## config.mk

```make
export PLATFORM = sky130hd
export DESIGN_NAME = robo_controller
export DESIGN_NICKNAME = d
export VERILOG_FILES = /design/src/rtl/robo_controller.sv
export SDC_FILE = /design/constraint.sdc
export NUM_CORES = 1
export LEC_CHECK = 0
export BUFFER_PORTS_ARGS = -buffer_cell sky130_fd_sc_hd__buf_4
export CORE_UTILIZATION = 30
export CTS_CLUSTER_DIAMETER = 60
export DETAILED_ROUTE_END_ITERATION = 10
export GPL_ROUTABILITY_DRIVEN = 0
export PLACE_DENSITY = 0.59
export SETUP_SLACK_MARGIN = 0.1
export SLEW_MARGIN = 20
export SYNTH_ARGS = -nofsm -noshare
export SYNTH_HDL_FRONTEND = slang
export SYNTH_SLANG_ARGS = --single-unit
export TNS_END_PERCENT = 5
```

## constraint.sdc

```tcl
create_clock -name clock -period 1.83 [get_ports clock]
set_input_delay 0.4575 -clock clock [delete_from_list [all_inputs] [get_ports clock]]
set_output_delay 0.4575 -clock clock [all_outputs]
set_load 0.02 [all_outputs]
```

## src/rtl/robo_controller.sv

```systemverilog
// Left-hand wall-following navigation FSM for the Memo maze map.
// Registered command strobes; terminal DONE/ERROR states exit only on reset.
module robo_controller #(
    parameter int SETTLE_CYCLES     = 1,
    parameter int MAX_STEPS         = 255,
    parameter int MAX_REMOVE_CYCLES = 15
) (
    input  logic       clock,
    input  logic       reset,
    input  logic       enable,
    input  logic       head_in,
    input  logic       left_in,
    input  logic       under_in,
    input  logic       barrier_in,
    output logic       avancar,
    output logic       girar,
    output logic       remover,
    output logic       done,
    output logic       error,
    output logic [7:0] step_count,
    output logic [3:0] state_out
);

    typedef enum logic [3:0] {
        IDLE    = 4'd0,
        SENSE   = 4'd1,
        TURN_L  = 4'd2,
        TURN_R  = 4'd3,
        ADVANCE = 4'd4,
        REMOVE  = 4'd5,
        SETTLE  = 4'd6,
        DONE    = 4'd7,
        ERROR   = 4'd8
    } state_t;

    state_t     state;
    state_t     state_d;
    logic [7:0] cnt;
    logic [7:0] cnt_d;
    logic [7:0] step_d;
    logic       left_turned;
    logic       left_turned_d;

    always_comb begin
        state_d       = state;
        step_d        = step_count;
        left_turned_d = left_turned;
        unique case (state)
            IDLE: begin
                if (enable) state_d = SENSE;
            end
            SENSE: begin
                if (!enable)                         state_d = IDLE;
                else if (under_in)                   state_d = DONE;
                else if (!left_turned && !left_in)   state_d = TURN_L;
                else if (barrier_in)                 state_d = REMOVE;
                else if (!head_in)                   state_d = ADVANCE;
                else                                 state_d = TURN_R;
                if (state_d == ADVANCE) step_d = step_count + 8'd1;
            end
            TURN_L: begin
                left_turned_d = 1'b1;
                state_d       = SETTLE;
            end
            // three CCW rotations make one CW quarter turn
            TURN_R: begin
                if (cnt == 8'd2) state_d = SETTLE;
            end
            ADVANCE: begin
                left_turned_d = 1'b0;
                if (step_count == 8'(MAX_STEPS)) state_d = ERROR;
                else                             state_d = SETTLE;
            end
            REMOVE: begin
                if (!barrier_in)
                    state_d = SETTLE;
                else if (cnt == 8'(MAX_REMOVE_CYCLES - 1))
                    state_d = ERROR;
            end
            SETTLE: begin
                if (cnt == 8'(SETTLE_CYCLES - 1)) state_d = SENSE;
            end
            DONE:    state_d = DONE;
            ERROR:   state_d = ERROR;
            default: state_d = IDLE;
        endcase
        // dwell counter restarts on every state change
        cnt_d = (state_d == state) ? cnt + 8'd1 : 8'd0;
    end

    always_ff @(posedge clock or negedge reset) begin
        if (!reset) begin
            state       <= IDLE;
            cnt         <= 8'd0;
            left_turned <= 1'b0;
            step_count  <= 8'd0;
            avancar     <= 1'b0;
            girar       <= 1'b0;
            remover     <= 1'b0;
            done        <= 1'b0;
            error       <= 1'b0;
            state_out   <= 4'd0;
        end else begin
            state       <= state_d;
            cnt         <= cnt_d;
            left_turned <= left_turned_d;
            step_count  <= step_d;
            avancar     <= (state_d == ADVANCE);
            girar       <= (state_d == TURN_L) || (state_d == TURN_R);
            remover     <= (state_d == REMOVE);
            done        <= (state_d == DONE);
            error       <= (state_d == ERROR);
            state_out   <= state_d;
        end
    end

endmodule

```

==> run summary <==
Status = complete, but fails checks
Failing checks = design-rule violations, negative setup slack
Max_cap viols = 0
Antenna cells = 0
Worst-Skew Late Latency = 0.27 ns
PwrDens = 1450 nW/um^2
Worst Hold Class = input port to async pin
Post-route antenna net violation count = 0
Via count = 1264
Worst setup margin = -0.177 ns
1st-pass router iterations = 7
Commonest cells after routing, fill and taps aside = buf_4 (53), dfrtp_1 (21), inv_1 (8), nand2_1 (8), xnor2_1 (8)
Antenna violations before repair = 0
CTS H-tree depth = 1
Clock network power share = 11.0%
Port-buffer cells = 23
Switch share = 41.9%
Peak VDD IR = 0.000517 V
Met3 GRT Util = 3.66%
Syn Inst Count = 136
Lkg Pwr = 0.948 nW
Die area = 5080 sq um
Most common cell after layout, fill and taps aside = buf_4
Yosys cell types = 44
Syn_area_per_cell = 10.6 sq um
Share of cells above drive strength 1 = 50.3%
Final wirelength = 3.58 mm
Dpl ws = -0.156 ns
GRT Residual Overflow = 0
Hold buffers post-CTS = 0
CTS Buffer Depth = 2
Max-slew violations = 0
Critical Path End Type = flip-flop
Final worst-path cycle share = 110%
GRT Total Usage = 15.2%
Largest area contributor in the netlist = dfrtp_1
Design area = 2090 sq um
GRT met2 Usage = 28.0%
Placed wire-length estimate = 2.66 mm
# IOs = 24
Post-Syn Nets = 147
Flop pwr share = 26.1%
Drt initial violations = 42
Chip height = 71.3 microns
Crit path largest cell delay = 0.36 ns
Synth Warn # = 0
Worst-Margin Slew = 0.602 ns
Crit path required time = 2.00 ns
Final hold vios = 0
Crit path DAT = 2.18 ns
Starting Density = 32.2%
Gr busiest metal = met2
CTS root buf = clkbuf_8
Clock buffer count from CTS = 3
Worst-case clock skew = 0.00951 ns
Sink Count = 26
Pint = 1.76 mW
Post-route minimum period = 2.01 ns
Area contributors post-synth = dfrtp_1 (45%), xnor2_1 (4.9%), ha_1 (3.5%)
Largest net degree at the start of global routing = 27
FP Rows = 24
Detail-routed via count per cell = 5.20
Core ar. = 4470 sq um
M1 GR Usage = 18.2%
CTS tree = built
RSZ-0062 raised after global routing = yes
P_sw = 1.27 mW
Register area share after synthesis = 45.2%
Synth Register Bits = 26
# nets final = 203
Setup crit start kind = flip-flop
CTS clk-pin slew, worst paths = 0.09 ns
Max stage delay cell, worst path = dfrtp_1
Vias in the first global route = 1319
CP Cell Sequence = inv_1, ha_1, and3_1, and3_1, a311oi_2, o221ai_4, buf_12, nor4b_2
Synthesized area = 1440 sq um
CP max FO = 8
Die Span X = 71.3 microns
Residual DRC = 4
Area Overhead vs Synth = 45.2%
Max_slew headroom = 59.8%
Final setup violation count = 9
Top cell type's share of synthesized area = 45.2%
Combinational fraction of design power = 62.9%
Peak Freq = 498 MHz
Avg WL per Cell = 14.7 microns
Kind of critical path = flip-flop to flip-flop
Crit path top cell by count = and3_1
Area after DPL = 1940 sq um
First-pass GRT wire length = 6.13 mm
power groups by stage:
| stage | Clock, mW | Sequential, mW | Combinational [mW] |
|---|---|---|---|
| after global placement | 0 | 0.798 | 1.63 |
| after floorplan | 0 | 0.862 | 1.05 |
| after detailed placement | 0 | 0.804 | 1.66 |
| after CTS | 0.348 | 0.793 | 1.71 |
| final | 0.334 | 0.790 | 1.90 |
| after global routing | 0.373 | 0.805 | 2.06 |
final cells by class:
type	count	area [sq um]
multi-input cells	98	865
repair buffers	55	429
flip-flops and latches	26	657
fillers	404	2380
clock buffers	4	45.0
well taps	52	65.1
inverters	8	30.0
final timing paths:
path                                    start  slack, ns             to  cells after the start
worst max-delay path                   cnt[0]      -0.18         cnt[1]                      8
worst min-delay path                    reset       0.08    left_turned                      1
worst max register to register         cnt[0]      -0.18         cnt[1]                      8
worst min register to register  step_count[7]       0.50  step_count[7]                      1
max in group asynchronous               reset       1.46       state[0]                      1
min in group clock              step_count[7]       0.50  step_count[7]                      1
layer usage:
layer	vias up	routed length (microns)
li1	607	-
met1	613	1470
met2	42	1880
met3	2	217
met4	0	13
met5	-	0
Yosys cell counts:
library cell	instances
a21boi_0	1
mux2_2	1
nor3_1	3
nand3_1	6
o22ai_1	1
and4bb_4	1
o211ai_2	1
and2b_2	1
and3_2	1
o2bb2ai_1	1
nor4b_2	1
nor4_1	7
o21ai_1	2
and4b_1	1
xnor2_1	8
a2bb2oi_2	1
o2111ai_1	1
nor3b_1	2
and2_1	1
a32oi_1	1
nand2_1	8
nor4_4	1
a221oi_1	1
and2_2	2
nor2b_1	1
buf_6	1
o211a_1	1
inv_1	8
a21oi_1	4
a311oi_1	1
ha_1	4
and2b_1	1
buf_2	2
clkbuf_1	1
dfrtp_1	26
xor2_1	5
o221ai_2	1
xnor2_4	1
nand4_2	1
o21ai_0	3
nand4_1	4
o32ai_1	2
nor2_1	8
and3_1	7
worst max-delay path: cells and delay by family (launching register included):
kind | cells | cell delay, ns
adders and majority gates | 1 | 0.21
AOI/OAI and AO/OA | 2 | 0.51
and+or+nand+nor | 3 | 0.61
buffers and inverters | 2 | 0.23
DFF | 1 | 0.36
cell families (layout without fill, tap and decap cells):
logic type	Yosys count	count (layout)	share of synthesized area, %
AND/OR/NAND/NOR	57	57	24.9
flip-flops	26	26	45.2
AO/OA/AOI/OAI	22	22	12.0
XOR/XNOR	14	14	9.82
buffers and inverters	12	67	3.82
adder cells (fa/ha/maj)	4	4	3.48
multiplexers	1	1	0.782
flip-flops by register name, summed over array words and instances, names as in the netlist:
name,flops
error,1
state,4
cnt,8
left_turned,1
avancar,1
done,1
step_count,8
remover,1
girar,1
through the flow:
stage	utilization, %	setup TNS, ns	hold WS, ns	power, mW	cells
floorplan	-	0	0.162	1.91	136
global placement	43.3	-0.409	0.374	2.43	236
detailed placement	43.3	-1.16	0.399	2.47	236
CTS	45.2	-0.989	0.0906	2.85	242
global route	46.7	-2.68	0.0954	3.24	243
finish	46.7	-1.26	0.0813	3.03	243
timing repair:
| action | 4_1_cts | 5_1_grt |
|---|---|---|
| gates cloned | 0 | 0 |
| gates resized for setup | 5 | 10 |
| pin swaps | 13 | 14 |
| setup buffers | 2 | 1 |
| setup endpoints to repair | 13 | 18 |
No activity file was read; power rests on OpenSTA's default activity.
